## config.mk

```make
export PLATFORM = sky130hd
export DESIGN_NAME = monitor_display
export DESIGN_NICKNAME = d
export VERILOG_FILES = /design/src/rtl/monitor_display_pkg.sv /design/src/rtl/monitor_display_decodificador.sv /design/src/rtl/monitor_display.sv
export SDC_FILE = /design/constraint.sdc
export NUM_CORES = 1
export LEC_CHECK = 0
export ABC_AREA = 1
export CAP_MARGIN = 15
export CORE_UTILIZATION = 57
export CTS_BUF_LIST = sky130_fd_sc_hd__clkbuf_8
export DETAILED_ROUTE_END_ITERATION = 12
export HOLD_SLACK_MARGIN = 0.03
export PLACE_DENSITY = 0.83
export SLEW_MARGIN = 20
export SYNTH_ARGS = -nofsm -noshare
export SYNTH_HDL_FRONTEND = slang
export SYNTH_SLANG_ARGS = --single-unit
```

## constraint.sdc

```tcl
create_clock -name clock -period 1.9 [get_ports clock]
set_input_delay 0.285 -clock clock [delete_from_list [all_inputs] [get_ports clock]]
set_output_delay 0.285 -clock clock [all_outputs]
set_load 0.005 [all_outputs]
```

## src/rtl/monitor_display_pkg.sv

```systemverilog
// Shared segment codes, default stability window and sample type for the
// seven-segment score monitor and its display encoder.
package monitor_display_pkg;

  // Default number of consecutive identical samples before a digit is accepted.
  localparam int STABLE_CYCLES_DEFAULT = 16;

  // Active-low segment codes, bit order {a,b,c,d,e,f,g}.
  localparam logic [6:0] SEG_ZERO  = 7'h01;
  localparam logic [6:0] SEG_ONE   = 7'h4F;
  localparam logic [6:0] SEG_TWO   = 7'h12;
  localparam logic [6:0] SEG_THREE = 7'h06;
  localparam logic [6:0] SEG_BLANK = 7'h7F;

  // One observation of the multiplexed bus: which digit, and what it shows.
  typedef struct packed {
    logic [1:0] idx;
    logic [6:0] code;
  } sample_t;

endpackage

```

## src/rtl/monitor_display_decodificador.sv

```systemverilog
// Combinational seven-segment decoder for the score digits 0..3.
// Blank and every other pattern report legal = 0.
module decodificador_siete_seg
  import monitor_display_pkg::*;
(
  input  logic [6:0] code,
  output logic [1:0] value,
  output logic       legal
);

  // Map a segment pattern onto its numeric value.
  always_comb begin
    value = 2'd0;
    legal = 1'b0;
    case (code)
      SEG_ZERO:  begin value = 2'd0; legal = 1'b1; end
      SEG_ONE:   begin value = 2'd1; legal = 1'b1; end
      SEG_TWO:   begin value = 2'd2; legal = 1'b1; end
      SEG_THREE: begin value = 2'd3; legal = 1'b1; end
      default:   begin value = 2'd0; legal = 1'b0; end
    endcase
  end

endmodule

```

## src/rtl/monitor_display.sv

```systemverilog
// Score monitor for a multiplexed four-digit seven-segment display.
// A digit is accepted once the same (digit, pattern) pair has been seen on
// STABLE_CYCLES consecutive cycles; digit 0 feeds PunA, digit 2 feeds PunB.
//
//   state     | meaning
//   ----------+-----------------------------------------------------------
//   ESPERA    | no run in progress; next valid sample starts a run
//   CONTANDO  | counting consecutive identical samples of the reference
//   CAPTURADO | run already accepted; identical samples are ignored
module monitor_display
  import monitor_display_pkg::*;
#(
  parameter int STABLE_CYCLES = STABLE_CYCLES_DEFAULT
) (
  input  logic       clock,
  input  logic       Reset,
  input  logic [6:0] displaytotal,
  input  logic       Switch0,
  input  logic       Switch1,
  input  logic       Switch2,
  input  logic       Switch3,
  output logic [1:0] PunA,
  output logic [1:0] PunB,
  output logic       Valido,
  output logic       Nuevo,
  output logic       ErrorSeg
);

  localparam logic [1:0] ESPERA    = 2'd0;
  localparam logic [1:0] CONTANDO  = 2'd1;
  localparam logic [1:0] CAPTURADO = 2'd2;

  localparam logic [7:0] STABLE_CNT = 8'(STABLE_CYCLES);

  logic [1:0] state;
  logic [7:0] cnt;
  sample_t    ref_sample;
  logic       seen_a;
  logic       seen_b;

  logic [3:0] sel;
  logic       sample_valid;
  sample_t    cur;
  logic       same;
  logic [7:0] cnt_inc;
  logic       hit;
  logic [1:0] dec_value;
  logic       dec_legal;

  assign sel = ~{Switch3, Switch2, Switch1, Switch0};

  // Resolve which digit is selected; only a single low select is a sample.
  always_comb begin
    sample_valid = 1'b1;
    cur.idx      = 2'd0;
    cur.code     = displaytotal;
    case (sel)
      4'b0001: cur.idx = 2'd0;
      4'b0010: cur.idx = 2'd1;
      4'b0100: cur.idx = 2'd2;
      4'b1000: cur.idx = 2'd3;
      default: sample_valid = 1'b0;
    endcase
  end

  assign same    = (cur == ref_sample);
  assign cnt_inc = (cnt >= STABLE_CNT) ? STABLE_CNT : cnt + 8'd1;
  assign hit     = (state == CONTANDO) && sample_valid && same && (cnt_inc == STABLE_CNT);

  decodificador_siete_seg u_dec (
    .code  (displaytotal),
    .value (dec_value),
    .legal (dec_legal)
  );

  // Run tracking: count identical samples and move between the three states.
  always_ff @(posedge clock) begin
    if (Reset) begin
      state      <= ESPERA;
      cnt        <= 8'd0;
      ref_sample <= '0;
    end else if (!sample_valid) begin
      state <= ESPERA;
      cnt   <= 8'd0;
    end else begin
      case (state)
        CONTANDO: begin
          if (same) begin
            cnt <= cnt_inc;
            if (hit) state <= CAPTURADO;
          end else begin
            ref_sample <= cur;
            cnt        <= 8'd1;
          end
        end
        CAPTURADO: begin
          if (!same) begin
            ref_sample <= cur;
            cnt        <= 8'd1;
            state      <= CONTANDO;
          end
        end
        default: begin
          ref_sample <= cur;
          cnt        <= 8'd1;
          state      <= CONTANDO;
        end
      endcase
    end
  end

  // Acceptance: update scores and flags, or flag a bad pattern.
  always_ff @(posedge clock) begin
    if (Reset) begin
      PunA     <= 2'd0;
      PunB     <= 2'd0;
      seen_a   <= 1'b0;
      seen_b   <= 1'b0;
      Nuevo    <= 1'b0;
      ErrorSeg <= 1'b0;
    end else begin
      Nuevo    <= 1'b0;
      ErrorSeg <= 1'b0;
      if (hit) begin
        case (cur.idx)
          2'd0: begin
            if (dec_legal) begin
              PunA   <= dec_value;
              seen_a <= 1'b1;
              Nuevo  <= !seen_a || (dec_value != PunA);
            end else begin
              ErrorSeg <= 1'b1;
            end
          end
          2'd2: begin
            if (dec_legal) begin
              PunB   <= dec_value;
              seen_b <= 1'b1;
              Nuevo  <= !seen_b || (dec_value != PunB);
            end else begin
              ErrorSeg <= 1'b1;
            end
          end
          default: begin
            // Digits 1 and 3 are expected to stay dark.
            ErrorSeg <= (displaytotal != SEG_BLANK);
          end
        endcase
      end
    end
  end

  assign Valido = seen_a && seen_b;

endmodule

```

* Word-level counts from Yosys, hierarchy flattened
Index checks and enable logic that the tools add are counted.
** Storage, ports and cells
- Word-level logic and storage cells :: 73
- Register bits after elaboration :: 27
- Input port bits :: 13
- Output and inout port bits :: 7
** Operators by class
- Multiplexer cells :: 19
- Equal/unequal tests :: 20
- Bitwise logic cells :: 3
- $add $sub $neg :: 1
- Magnitude comparators :: 1
- Reductions and logical operators :: 19
** Operators with widths (number)
- two-way mux 8 bit :: 3
- two-way mux 9 bit :: 2
- one-hot mux 8 bit (2 select lines) :: 1
- one-hot mux 2 bit (3 select lines) :: 2
- equality test 9 bit :: 1
- AND reduction 3 bit :: 3
- adder 8 x 1 -> 8 bit, second input constant :: 1
- equality test 8 x 5 -> 1 bit, second input constant :: 1
- greater-or-equal comparator 8 x 5 -> 1 bit, second input constant :: 1
- != test 2 bit, second input constant :: 4
- OR reduction 2 bit :: 4
- OR reduction 4 bit :: 2
- equality test 7 x 1 -> 1 bit, second input constant :: 1
- equality test 7 x 3 -> 1 bit, second input constant :: 1
- equality test 7 x 5 -> 1 bit, second input constant :: 1
- equality test 7 bit, second input constant :: 1
- != test 7 bit, second input constant :: 1
- two-way mux 1 bit :: 6
- two-way mux 2 bit :: 3
- equality test 2 bit, second input constant :: 2
- equality test 4 x 1 -> 1 bit, second input constant :: 1
- equality test 4 x 2 -> 1 bit, second input constant :: 1
- equality test 4 x 3 -> 1 bit, second input constant :: 1
- equality test 4 bit, second input constant :: 1
- 11 further kinds :: 18

* Longest topological paths before layout
- Depth in word-level cells :: 10
- Gate-level depth with buffers :: 12
- Depth with buffers taken out :: 12

* Hierarchy
Synthesis repeated with hierarchy kept, for this count alone.
** Second synthesis, totals
- Cells, all modules :: 268
- Area, all modules :: 1739.2 um^2
** By module, submodules not included
- monitor_display :: cells each 240, sequential area each 540.5 um^2, times used 1, area each 1625.3 um^2
- decodificador_siete_seg :: cells each 28, sequential area each 0.0 um^2, times used 1, area each 113.9 um^2

* Worst setup path before layout
No wires, ideal clock.
- Kind :: flip-flop to flip-flop
- Start point :: register cnt[0]
- End point :: register PunB[1]
- Slack :: 0.383 ns
- Library setup time :: 0.115 ns
- Period minus slack after synthesis :: 1.517 ns
- Stages on the path, launching flop included :: 12
- Buffers on the path :: 1
- Arrival time :: 1.402 ns
- Required time :: 1.785 ns
- Path through :: dfxtp_1 -> inv_1 -> ha_1 -> inv_1 -> nor2_1 -> nor2_1 -> nand4_1 -> nor2_1 -> buf_4 -> nand3_1 -> nand2_1 -> nor2_1
** Between the ends
- Longest elaborated chain between the ends :: 5
- Elaborated cells between the ends (all ways) :: 6
- Those cells by class :: 1 x add/sub; 1 x order compare; 1 x eq/ne; 1 x mux; 2 x reduce/logical
** RTL lines
- from (decl) :: RTL line monitor_display.sv:36 : logic [7:0] cnt;
- from (signal assigned) :: RTL line monitor_display.sv:89 : cnt <= cnt_inc;
- adder 8 x 1 -> 8 bit or greater-or-equal comparator 8 x 5 -> 1 bit (tied branches) :: RTL line monitor_display.sv:67 : assign cnt_inc = (cnt >= STABLE_CNT) ? STABLE_CNT : cnt + 8'd1;
- two-way mux 8 bit * :: RTL line monitor_display.sv:67
- equality test 8 x 5 -> 1 bit * :: RTL line monitor_display.sv:68 : assign hit = (state == CONTANDO) && sample_valid && same && (cnt_inc == STABLE_CNT);
- logical AND 1 bit * :: RTL line monitor_display.sv:68
- AND reduction 3 bit (no line) *
- to (signal assigned) :: RTL line monitor_display.sv:137 : PunB <= dec_value;
- to (decl) :: RTL line monitor_display.sv:23 : output logic [1:0] PunB,
Every way passes the cells marked *; elsewhere a longest branch is shown, timed or not.
A chain may end at the register's enable or synchronous reset.

* Final worst setup path
- Start point :: input port displaytotal[0]
- End point :: register ref_sample[4] in the netlist's numbering
** Between the ends
- Longest elaborated chain between the ends :: 3
** RTL lines
- from (decl) :: RTL line monitor_display.sv:17 : input logic [6:0] displaytotal,
- equality test 9 bit :: RTL line monitor_display.sv:66 : assign same = (cur == ref_sample);
- != test 2 bit (no line)
- AND reduction 2 bit (no line)
- to (signal assigned) :: RTL line monitor_display.sv:92 : ref_sample <= cur;
- to (signal assigned) :: RTL line monitor_display.sv:98 : ref_sample <= cur;
- to (signal assigned) :: RTL line monitor_display.sv:104 : ref_sample <= cur;
- to (decl) :: RTL line monitor_display.sv:37 : sample_t ref_sample;
No other way between the ends.

==> impl_results.md <==
- Detailed-route via count: 1674
- PD cells: 538 nW/µm²
- Total congestion overflow: 0
- N_diodes: 0
- WL met2: 1700 µm
- Post-Synth XOR/XNOR Area: 1.09%
- Die footprint: 3030 µm²
- Iteration-0 DRC Markers: 64
- Post-CTS Setup Repair Bufs: 0
- Min-delay src: cnt[7]$_SDFFE_PP0P_
- Num CTS Buffers: 3
- Post-synthesis mux area share: 0%
- Largest stage delay, worst path: 0.52 ns
- Hold Path Depth: 2
- Starting Density: 62.5%
- Cell family with most CP delay: buffers and inverters
- Worst min-delay path class: flop to flop
- Slew HR: 80.8%
- DP Wirelength: 2910 µm
- Final net count: 318
- Measured slew at the worst slew-check pin: 0.287 ns
- Setup WS pre-CTS: -0.204 ns
- Setup ws final: 0.135 ns
- DRC Markers: 0
- Routed met1 length: 1800 µm
- Switch share: 26.9%
- CTS hold repair buffers: 0
- Power Internal: 0.822 mW
- # IOs: 20
- Synth warn: 0
- Syn_nets: 271
- Minimum clock period: 1.77 ns
- H-tree Lvls: 1
- Detailed Route WL: 3670 µm
- Commonest cells after routing, fill and taps aside: nand2_1, nor2_1, inv_1
- Placed inst area: 2010 µm²
- First-pass GRT wire length: 5730 µm
- Post-Synth Simple-Gate Area: 40.2%
- CP Max Fanout: 6
- Worst Skew: 0.00450 ns
- Routability cong.: 0.938
- Fmax: 566 MHz
- Worst path most repeated cell: nand2_1
- CTS Buffer Depth: 2
- Core area: 2570 µm²
- Sequential Power Share: 53.3%
- Mapped Area: 1600 µm²
- CTS sink cnt: 27
- Root Buffer: clkbuf_8
- Synthesized flop and latch total: 27
- Seq/Total Area, Yosys: 33.7%
- Mapped Cells: 254
- Buffers and inverters on the worst path: 3
- Unique masters post-synth: 26
- Area Overhead vs Synth: 30.2%
- RSZ-0062 raised after global routing: yes
- Highest metal used: met4
- Clock-pin slew on the worst setup and hold paths: 0.09 ns
- Share of layout cells above drive strength 1: 14.3%
- Worst VDD drop: 494 µV
- CP max stage cell: clkdlybuf4s50_1
- P_sw: 0.302 mW
- Chip height: 55.1 µm
- Met3 wire len: 130 µm
- Clk_lat worst skew: 0.27 ns
- Combinational family with the most area after synthesis: simple AND/OR/NAND/NOR gates
- Startpoint Class: primary input
- Largest net degree at the start of global routing: 16
- Synth Area in Adders: 3.12%
- First drt pass iteration count: 4
- Pleak: 1.00 nW
- Critical R2R Launch: cnt[0]$_SDFFE_PP0P_
- Initial antenna violation count: 0
- R2R depth: 10
- Total track usage: 26.5%
- Slew Viols, Final: 0
- Clock network fraction of total power: 28.7%
- Reg2Reg Setup Slack: 0.20 ns
- Final hold vios: 0
- Port Buffers: 19
- Crit. End Element: flop
- Number of global-route vias before repair: 1409
- Synth Area per Inst: 6.32 µm²
- Post-route cell area: 2090 µm²
- CP cell instances: clkdlybuf4s50_1 -> inv_1 -> nand2_1 -> nand2_1 -> nor2_1 -> nand2_1 -> nor2_4 -> nand3_4 -> o21ai_4 -> buf_4 -> o21ai_0 -> nor2_1
- CP Class: primary input to flop
- Vias/cell: 5.07
- Max-cap violation count: 0
- Hold Path End: cnt[7]$_SDFFE_PP0P_
- Period utilization: 92.9%
- Worst Path Required: 2.11 ns
- Rows: 18
- Critical R2R Capture: ErrorSeg$_SDFF_PP0_
- CTS tree: built
- Most common cell after layout, fill and taps aside: nand2_1
- Die X: 55.1 µm
- Post-route ant nets: 0
- Compound-Gate Fraction of Synth Area: 10.9%
- Avg WL per Cell: 11.1 µm
- Critical Path AT: 1.98 ns
- Final setup viols: 0
- Status: complete, no violations
- Comb pwr share: 18.1%
state kept, by name, summed over array words and instances (netlist names):
name        cells
ref_sample      9
cnt             8
PunA            2
PunB            2
state           2
ErrorSeg        1
Nuevo           1
seen_a          1
seen_b          1
per-stage QoR:
stage / hold WS, ns / total power, mW / std cells / setup TNS [ns] / util, %
floorplan: 0.354 / 0.711 / 254 / 0 / -
global route: 0.470 / 1.17 / 330 / -0.00732 / 81.3
finish: 0.444 / 1.12 / 330 / 0 / 81.3
detailed placement: 0.431 / 0.808 / 326 / -2.43 / 78.2
global placement: 0.424 / 0.801 / 326 / -1.32 / 78.2
CTS: 0.448 / 1.13 / 330 / 0 / 80.0
cells in the mapped netlist (all sizes together):
cell type  number  share of area (%)
ha              4                3.1
or2             1               0.39
o21a            1               0.47
a22oi           2               0.94
nand2          60                 14
xnor2           2                1.1
a21oi          12                3.7
nor2           51                 12
a31oi           1               0.39
o21bai          2               0.94
o21ai          12                4.4
buf             1               0.47
clkbuf          1               0.23
inv            44                 10
nand3b          1               0.47
nand3          19                6.7
dfxtp          27                 34
nor3            4                1.6
nand4           9                4.3
worst register-to-register path, cell delays in order (launching register included):
cell,delay [ns]
dfxtp_1,0.36
inv_1,0.09
ha_1,0.29
inv_1,0.05
nor2_1,0.05
nor2_1,0.15
nand4_1,0.11
nor2_1,0.11
buf_4,0.18
nand2_1,0.09
nor3_2,0.13
cells by family (layout without fill, tap and decap cells):
kind of cell / Yosys count / in the layout
buffers and inverters: 46 / 92
AOI/OAI and AO/OA: 30 / 30
adders and majority gates: 4 / 4
xor gates and xnor gates: 2 / 2
and+or+nand+nor: 145 / 145
DFF: 27 / 27
power by group through the flow:
stage,clock [mW],combinational [mW],sequential (mW)
5_1_grt,0.345,0.228,0.600
4_1_cts,0.329,0.198,0.598
3_5_place_dp,0,0.198,0.611
3_3_place_gp,0,0.191,0.610
6_report,0.322,0.203,0.598
2_1_floorplan,0,0.104,0.608
how the worst max path moves through the flow:
stage / slack (ns) / from / cells past startpoint / endpoint
final: 0.13 / displaytotal[0] / 12 / ref_sample[4]$_SDFFE_PP0P_
after global routing: -0.007 / Switch3 / 10 / ref_sample[4]$_SDFFE_PP0P_
after CTS: 0.08 / displaytotal[2] / 12 / ref_sample[0]$_SDFFE_PP0P_
after detailed placement: -0.20 / displaytotal[2] / 12 / ref_sample[0]$_SDFFE_PP0P_
after global placement: -0.10 / displaytotal[4] / 11 / Nuevo$_SDFF_PP0_
after floorplan: 0.38 / cnt[0]$_SDFFE_PP0P_ / 11 / PunB[1]$_SDFFE_PP0P_
routing by layer:
metal / vias to the layer above / global-route usage (%)
met2: 36 / 46.4
met4: 0 / 5.42
li1: 888 / -
met3: 6 / 5.19
met1: 744 / 33.4
met5: - / 0
final cells by class:
type,count,area [µm²]
Inverter,44,168
Tap cell,30,37.5
Multi-Input combinational cell,181,903
Clock buffer,3,41.3
Timing Repair Buffer,44,393
Sequential cell,27,541
Fill cell,205,479
Clock inverter,1,5.00
what timing repair did:
action / CTS / global route
hold endpoints to repair: 0 / 0
setup endpoints to repair: 0 / 14
resized for setup: 0 / 10
Power figures use the tool's default switching activity.
